## config.mk

```make
export PLATFORM = sky130hd
export DESIGN_NAME = game_keys_ctrl
export DESIGN_NICKNAME = d
export VERILOG_FILES = /design/src/rtl/game_keys_ctrl.sv
export SDC_FILE = /design/constraint.sdc
export NUM_CORES = 1
export LEC_CHECK = 0
export CAP_MARGIN = 20
export CELL_PAD_IN_SITES_DETAIL_PLACEMENT = 1
export CELL_PAD_IN_SITES_GLOBAL_PLACEMENT = 2
export CORE_MARGIN = 2
export CORE_UTILIZATION = 40
export DETAILED_ROUTE_END_ITERATION = 10
export DONT_BUFFER_PORTS = 1
export PLACE_DENSITY_LB_ADDON = 0.1
export SYNTH_ARGS = -nofsm -noshare
export SYNTH_HDL_FRONTEND = slang
export SYNTH_SLANG_ARGS = --single-unit
```

## constraint.sdc

```tcl
create_clock -name clk -period 4.15 [get_ports clk]
set_input_delay 0.6225 -clock clk [delete_from_list [all_inputs] [get_ports clk]]
set_output_delay 0.6225 -clock clk [all_outputs]
set_load 0.005 [all_outputs]
```

## src/rtl/game_keys_ctrl.sv

```systemverilog
// Key conditioner: per-key synchroniser, debounce FSM, press/release/repeat strobes and a sticky press-event register.
// Optional auto-repeat is compiled in when GAME_KEYS_REPEAT_EN is defined.
module game_keys_ctrl #(
  parameter int unsigned KEYS_N    = 4,
  parameter bit          ACT_LVL   = 1'b1,
  parameter int unsigned DEB_CYC   = 50000,
  parameter int unsigned CNT_W     = 16,
  parameter int unsigned REP_DELAY = 25000,
  parameter int unsigned REP_RATE  = 5000
) (
  input  logic              clk,
  input  logic              reset,
  input  logic [KEYS_N-1:0] keys,
  output logic [KEYS_N-1:0] key_level,
  output logic [KEYS_N-1:0] key_press,
  output logic [KEYS_N-1:0] key_release,
  output logic [KEYS_N-1:0] key_repeat,
  input  logic [KEYS_N-1:0] evt_clr,
  output logic [KEYS_N-1:0] evt_press,
  output logic              evt_any
);

  localparam bit CFG_OK = (DEB_CYC >= 2) && (REP_RATE >= 1) && (REP_DELAY >= REP_RATE) &&
                          (64'(DEB_CYC) < (64'(1) << CNT_W)) &&
                          (64'(REP_DELAY) < (64'(1) << CNT_W));

  if (!CFG_OK) begin : g_cfg_bad
    $error("game_keys_ctrl: inconsistent debounce/repeat parameters");
  end

  localparam logic [CNT_W-1:0] DEB_LAST = CNT_W'(DEB_CYC - 1);
`ifdef GAME_KEYS_REPEAT_EN
  localparam logic [CNT_W-1:0] REP_LAST   = CNT_W'(REP_DELAY - 1);
  localparam logic [CNT_W-1:0] REP_RELOAD = CNT_W'(REP_DELAY - REP_RATE);
`endif

  typedef enum logic [1:0] {
    ST_IDLE,
    ST_PCHK,
    ST_HELD,
    ST_RCHK
  } state_e;

  // Normalise to pressed = 1, then two-flop synchronise
  logic [KEYS_N-1:0] keys_norm;
  logic [KEYS_N-1:0] sync1_q;
  logic [KEYS_N-1:0] sync2_q;

  assign keys_norm = keys ^ {KEYS_N{~ACT_LVL}};

  always_ff @(posedge clk or posedge reset) begin
    if (reset) begin
      sync1_q <= '0;
      sync2_q <= '0;
    end else begin
      sync1_q <= keys_norm;
      sync2_q <= sync1_q;
    end
  end

  for (genvar g = 0; g < KEYS_N; g++) begin : g_key
    state_e           state_q, state_d;
    logic [CNT_W-1:0] dcnt_q, dcnt_d;
    logic             level_q, level_d;
    logic             press_q, press_d;
    logic             release_q, release_d;
    logic             ksync;

    assign ksync = sync2_q[g];

`ifdef GAME_KEYS_REPEAT_EN
    logic [CNT_W-1:0] rcnt_q, rcnt_d;
    logic             repeat_q, repeat_d;

    always_ff @(posedge clk or posedge reset) begin
      if (reset) begin
        rcnt_q   <= '0;
        repeat_q <= 1'b0;
      end else begin
        rcnt_q   <= rcnt_d;
        repeat_q <= repeat_d;
      end
    end

    assign key_repeat[g] = repeat_q;
`else
    assign key_repeat[g] = 1'b0;
`endif

    always_ff @(posedge clk or posedge reset) begin
      if (reset) begin
        state_q   <= ST_IDLE;
        dcnt_q    <= '0;
        level_q   <= 1'b0;
        press_q   <= 1'b0;
        release_q <= 1'b0;
      end else begin
        state_q   <= state_d;
        dcnt_q    <= dcnt_d;
        level_q   <= level_d;
        press_q   <= press_d;
        release_q <= release_d;
      end
    end

    // Debounce FSM; rcnt only advances while held and stable, frozen in RCHK
    always_comb begin
      state_d   = state_q;
      dcnt_d    = dcnt_q;
      level_d   = level_q;
      press_d   = 1'b0;
      release_d = 1'b0;
`ifdef GAME_KEYS_REPEAT_EN
      rcnt_d    = rcnt_q;
      repeat_d  = 1'b0;
`endif
      unique case (state_q)
        ST_IDLE: begin
          if (ksync) begin
            state_d = ST_PCHK;
            dcnt_d  = '0;
          end
        end
        ST_PCHK: begin
          if (!ksync) begin
            state_d = ST_IDLE;
          end else if (dcnt_q == DEB_LAST) begin
            state_d = ST_HELD;
            level_d = 1'b1;
            press_d = 1'b1;
`ifdef GAME_KEYS_REPEAT_EN
            rcnt_d  = '0;
`endif
          end else begin
            dcnt_d = dcnt_q + CNT_W'(1);
          end
        end
        ST_HELD: begin
          if (!ksync) begin
            state_d = ST_RCHK;
            dcnt_d  = '0;
          end
`ifdef GAME_KEYS_REPEAT_EN
          else if (rcnt_q == REP_LAST) begin
            repeat_d = 1'b1;
            rcnt_d   = REP_RELOAD;
          end else begin
            rcnt_d = rcnt_q + CNT_W'(1);
          end
`endif
        end
        ST_RCHK: begin
          if (ksync) begin
            state_d = ST_HELD;
          end else if (dcnt_q == DEB_LAST) begin
            state_d   = ST_IDLE;
            level_d   = 1'b0;
            release_d = 1'b1;
          end else begin
            dcnt_d = dcnt_q + CNT_W'(1);
          end
        end
        default: state_d = ST_IDLE;
      endcase
    end

    assign key_level[g]   = level_q;
    assign key_press[g]   = press_q;
    assign key_release[g] = release_q;
  end

  // Sticky press events, set from the registered strobe; set beats clear
  logic [KEYS_N-1:0] evt_d;
  logic [KEYS_N-1:0] evt_q;
  logic              evt_any_q;

  assign evt_d = (evt_q & ~evt_clr) | key_press;

  always_ff @(posedge clk or posedge reset) begin
    if (reset) begin
      evt_q     <= '0;
      evt_any_q <= 1'b0;
    end else begin
      evt_q     <= evt_d;
      evt_any_q <= |evt_d;
    end
  end

  assign evt_press = evt_q;
  assign evt_any   = evt_any_q;

endmodule

```

* Word-level counts from Yosys, hierarchy flattened
Index checks and enable logic that the tools add are counted.
** Word-level totals
- Register bits after elaboration :: 97
- Bits of input ports :: 10
- Output and inout bits :: 21
- Logic and storage cells :: 192
** Cells by class
- $add $sub $neg :: 4
- Equal/unequal tests :: 48
- Multiplexer cells :: 92
- Bitwise logic cells :: 3
- Reduce and logical (&&, ||, !) cells :: 21
** Operators by type and width (count)
- 16-bit two-way mux :: 20
- 16-bit case mux with 4 select lines :: 4
- 16-bit by 1-bit adder with 16-bit output, second input constant :: 4
- 16-bit == test, second input constant :: 4
- 2-bit two-way mux :: 24
- 2-bit inequality test, second input constant :: 24
- 1-bit two-way mux :: 36
- 2-bit case mux with 4 select lines :: 4
- 4-bit AND reduction :: 8
- 3-bit inequality test, second input constant :: 8
- 5-bit AND reduction :: 4
- 2-bit == test, second input constant :: 8
- 2-bit by 1-bit == test with 1-bit output, second input constant :: 4
- 2-bit logical NOT :: 4
- 1-bit case mux with 2 select lines :: 4
- 2-bit nonzero test :: 4
- 4-bit AND :: 1
- 4-bit inverter :: 1
- 4-bit bitwise OR :: 1
- 4-bit OR reduction :: 1

* Logic depth before layout (Yosys ltp)
- Depth after elaboration :: 4
- Depth in mapped cells :: 8
- Gate-level depth less buffers :: 7

* Least setup slack after synthesis
No wires, ideal clock.
- Path type :: register to register
- Start point :: reg g_key[1].dcnt_q[4]
- End point :: reg g_key[1].dcnt_q[11]
- Library setup time :: 0.139 ns
- Arrival time :: 1.789 ns
- Data required time :: 4.011 ns
- Path slack :: 2.221 ns
- Cell stages (with the launch flop) :: 7
- Path buffers :: 1
- Period minus slack after synthesis :: 1.929 ns
- Cells stage by stage :: dfrtp_1 -> or4_1 -> o41ai_4 -> buf_6 -> nor3_2 -> xnor2_1 -> nor2_1
** Between the ends
- Longest elaborated chain between the ends :: 4
- Elaborated cells on any way between the ends :: 6
- Classes of those cells :: add/sub (1); eq/ne (1); mux (4)
** Ends and longest elaborated chain
- start: declaration :: line 63 : logic [CNT_W-1:0] dcnt_q, dcnt_d;
- start signal: assignment :: line 99 : dcnt_q <= dcnt_d;
- 16-bit by 1-bit adder with 16-bit output / 16-bit == test (equally long branches)
- 16-bit two-way mux * :: line 127, 155
- 16-bit two-way mux (on tied branches) :: line 153, 125
- 16-bit case mux with 4 select lines * :: line 117 : unique case (state_q)
Mark *: on every way between the ends. The rest lies on a longest branch, timed or not. The select of a mux whose other input is x is not followed.
A chain may end at the register's enable or synchronous reset.

* Worst setup path in the final report
- Start point :: reg g_key[2].dcnt_q[13]
- End point :: reg g_key[2].dcnt_q[10]
** Between the ends
- Longest elaborated chain between the ends :: 4
- Elaborated cells on any way between the ends :: 5
- Classes of those cells :: eq/ne (1); mux (4)
** Ends and longest elaborated chain (line)
- start: declaration :: 63
- start signal: assignment :: 99
- 16-bit == test * :: 127, 155
- 16-bit two-way mux *
- 16-bit two-way mux (on tied branches)
- 16-bit case mux with 4 select lines *
Marked as above.

==> flow_summary.ini <==
[run_status]
status = complete, no violations

[setup_path]
crit_fanout = 11
setup.worst_path.class = reg2reg
crit_slowest_cell = nor4_2
critPathRequiredTime_ns = 4.40
worstPathCellList = or4b_1, nor4_2, nor2_2, o311a_1, a221o_1
cp_top_family = simple AND/OR/NAND/NOR gates
cp.arrival_ns = 2.77
critPathMaxStageDelay_ns = 0.81
cp_num_buf_inv = 0
start_kind = register
endpoint_kind = register

[timing]
fin_skew_ns = 0.0122
slew_headroom = 0.317
max_slew.worst_pin.slew_ns = 1.01
finalSetupTns_ns = 0
worst_slack_ns = 1.63
drv_slew = 0
fin_crit_sh = 0.608
rsz0062_at_grt = no
min_period_ns = 2.52
timing.fmax_ghz = 0.396
setup_viol = 0
finalHoldViolCount = 0

[clocking]
cts_resized = 0
cts_tree = done
worstSkewPairLatency_ns = 0.36
postCtsSetupBuffers = 0
cts_root_buf = clkbuf_16
h-tree-depth = 3
path_clk_slew_ns = 0.08
clockBufferDepth = 2
cts.sinks = 97
cts_hold_buf = 0
cts_buffers = 9

[drt]
drt_drc_violations_left = 0
firstDrtPassIters = 4
wl_met2_mm = 5.53
ant_nets = 0
wl_met3_um = 545
finalWirelength_mm = 11.6
m1WireLength_mm = 5.37
vias = 3772
vias_per_cell = 5.57
dr.max_layer_used = met4
avgRoutedWirePerCell_um = 17.1
first_iter_violations = 167

[synth]
yosys-mux-area-fraction = 0.0185
synth-seq-cells = 97
ys_seq_area_frac = 0.484
synthFlopType = dfrtp_1
synthArstFlopShare = 1.00
yosysMostFrequentCell = dfrtp_1
synth.area.top_cells = dfrtp_1, nand2_1, o21ai_0
yosys.area_share.simple = 0.255
synth_xor_area_frac = 0.0280
synth_edf_count = 0
synthTopCellsByCount = dfrtp_1, nand2_1, o21ai_0
synth_compound_area_frac = 0.147
yosysUniqueCellTypes = 69
syn_inst = 521
netlist_area_mm2 = 0.00501
yosysWarnings = 0
avgSynthCellArea_um2 = 9.62
netlist.area_leader.share = 0.484
synth_top_cell_by_area = dfrtp_1
synth_fa_ha_area_frac = 0.00999
synth_top_family_by_area = simple AND/OR/NAND/NOR gates

[global_route]
grt_pass1_vias = 3955
grt_max_degree = 72
grt_util_all_layers = 0.189
antenna_found_initial = 0
grt_overflow = 0
grt_pass1_wl_mm = 19.8

[finish]
antenna_cells = 0
final_nets = 518
fin_util = 0.440
final_cell_area_mm2 = 0.00534
fillers = 1391
drive_gt1_frac = 0.0786
area_growth_pct = 6.44

[die]
num_rows = 40
ioPinCount = 31
die_y_um = 116
start_util = 0.414
core_area_mm2 = 0.0121
dieArea_mm2 = 0.0134
fp.dieW_um = 116

[placement]
hpwl_mm = 7.94
dp_slack_ns = 1.61
gp_congestion = 0.809
placed_area_mm2 = 0.00504
io_buffers = 0

[pwr]
peakVddDrop_mv = 0.200
p_leak_nw = 2.29
p_per_area_mw_per_mm2 = 365

[min_path]
min_path_type = in2reg

[job]
maxCapViolCount = 0
==> routing by layer <==
layer | global-route usage | vias up
met1 | 0.240 | 1857
met4 | 0.0468 | 0
met2 | 0.313 | 68
li1 | - | 1834
met3 | 0.0628 | 13
met5 | 0 | -
==> where the power goes <==
| group | total, mW | internal (mW) | switching (mW) | leakage [nW] |
|---|---|---|---|---|
| Combinational | 0.106 | 0.0362 | 0.0699 | 0.837 |
| Clock | 0.828 | 0.431 | 0.397 | 0.140 |
| Sequential | 1.01 | 0.972 | 0.0425 | 1.32 |
| Total | 1.95 | 1.44 | 0.510 | 2.29 |
==> logic make-up after synthesis <==
group	count (synthesis)
other cells	1
fa+ha+maj	4
compound gates	109
flops	97
simple gates	232
buf+inv	53
mux	9
xor+xnor	16
==> layout make-up <==
class,count,area [um^2],share of cell area
inverter,20,77.6,0.0145
timing repair buffer,2,15.0,0.00281
sequential,97,2430,0.455
multi-input combinational,374,2310,0.434
clock inverter,6,51.3,0.00962
tap,168,210,0.0394
clock buffer,10,239,0.0448
==> worst paths after layout <==
kind | startpoint | to | slack, ns | cells after the start
min in group asynchronous | reset | g_key[2].state_q[0] | 0.33 | 1
setup reg to reg | g_key[2].dcnt_q[13] | g_key[2].dcnt_q[10] | 1.63 | 5
hold / removal | keys[1] | sync1_q[1] | 0.28 | 0
setup / recovery | g_key[2].dcnt_q[13] | g_key[2].dcnt_q[10] | 1.63 | 5
hold reg to reg | sync1_q[2] | sync2_q[2] | 0.35 | 0
max in group asynchronous | reset | asynchronous set/reset pin | 2.89 | 2
==> layout by cell type, fill, tap and decap left out, types with 6 or more instances in the layout <==
cell type	netlist	layout
dfrtp_1	97	97
nor2_1	34	34
xor2_1	6	6
a22o_1	7	7
nand3_1	32	32
nand4_1	11	11
o21ai_0	35	35
mux2i_1	7	7
o31ai_1	12	12
a21o_1	8	8
nand2_1	71	71
and3_1	10	10
clkbuf_16	0	9
nor4_1	6	6
a21oi_1	15	15
xnor2_1	10	10
or4_1	6	6
nor3_1	11	11
inv_1	20	19
==> per-stage QoR <==
| step | cells | power [mW] | hold slack [ns] |
|---|---|---|---|
| final | 677 | 1.95 | 0.284 |
| after global routing | 677 | 2.04 | 0.262 |
| after CTS | 677 | 1.99 | 0.267 |
| after detailed placement | 661 | 1.14 | 0.337 |
| after global placement | 661 | 1.14 | 0.333 |
| after floorplan | 524 | 1.11 | 0.331 |
==> state kept, by name (all words and copies together) (netlist names), 4 cells and up, named ones only <==
register         cells
g_key.dcnt_q        64
evt_press            4
g_key.level_q        4
g_key.press_q        4
g_key.release_q      4
g_key.state_q        4
sync1_q              4
sync2_q              4
Power figures use the tool's default switching activity.
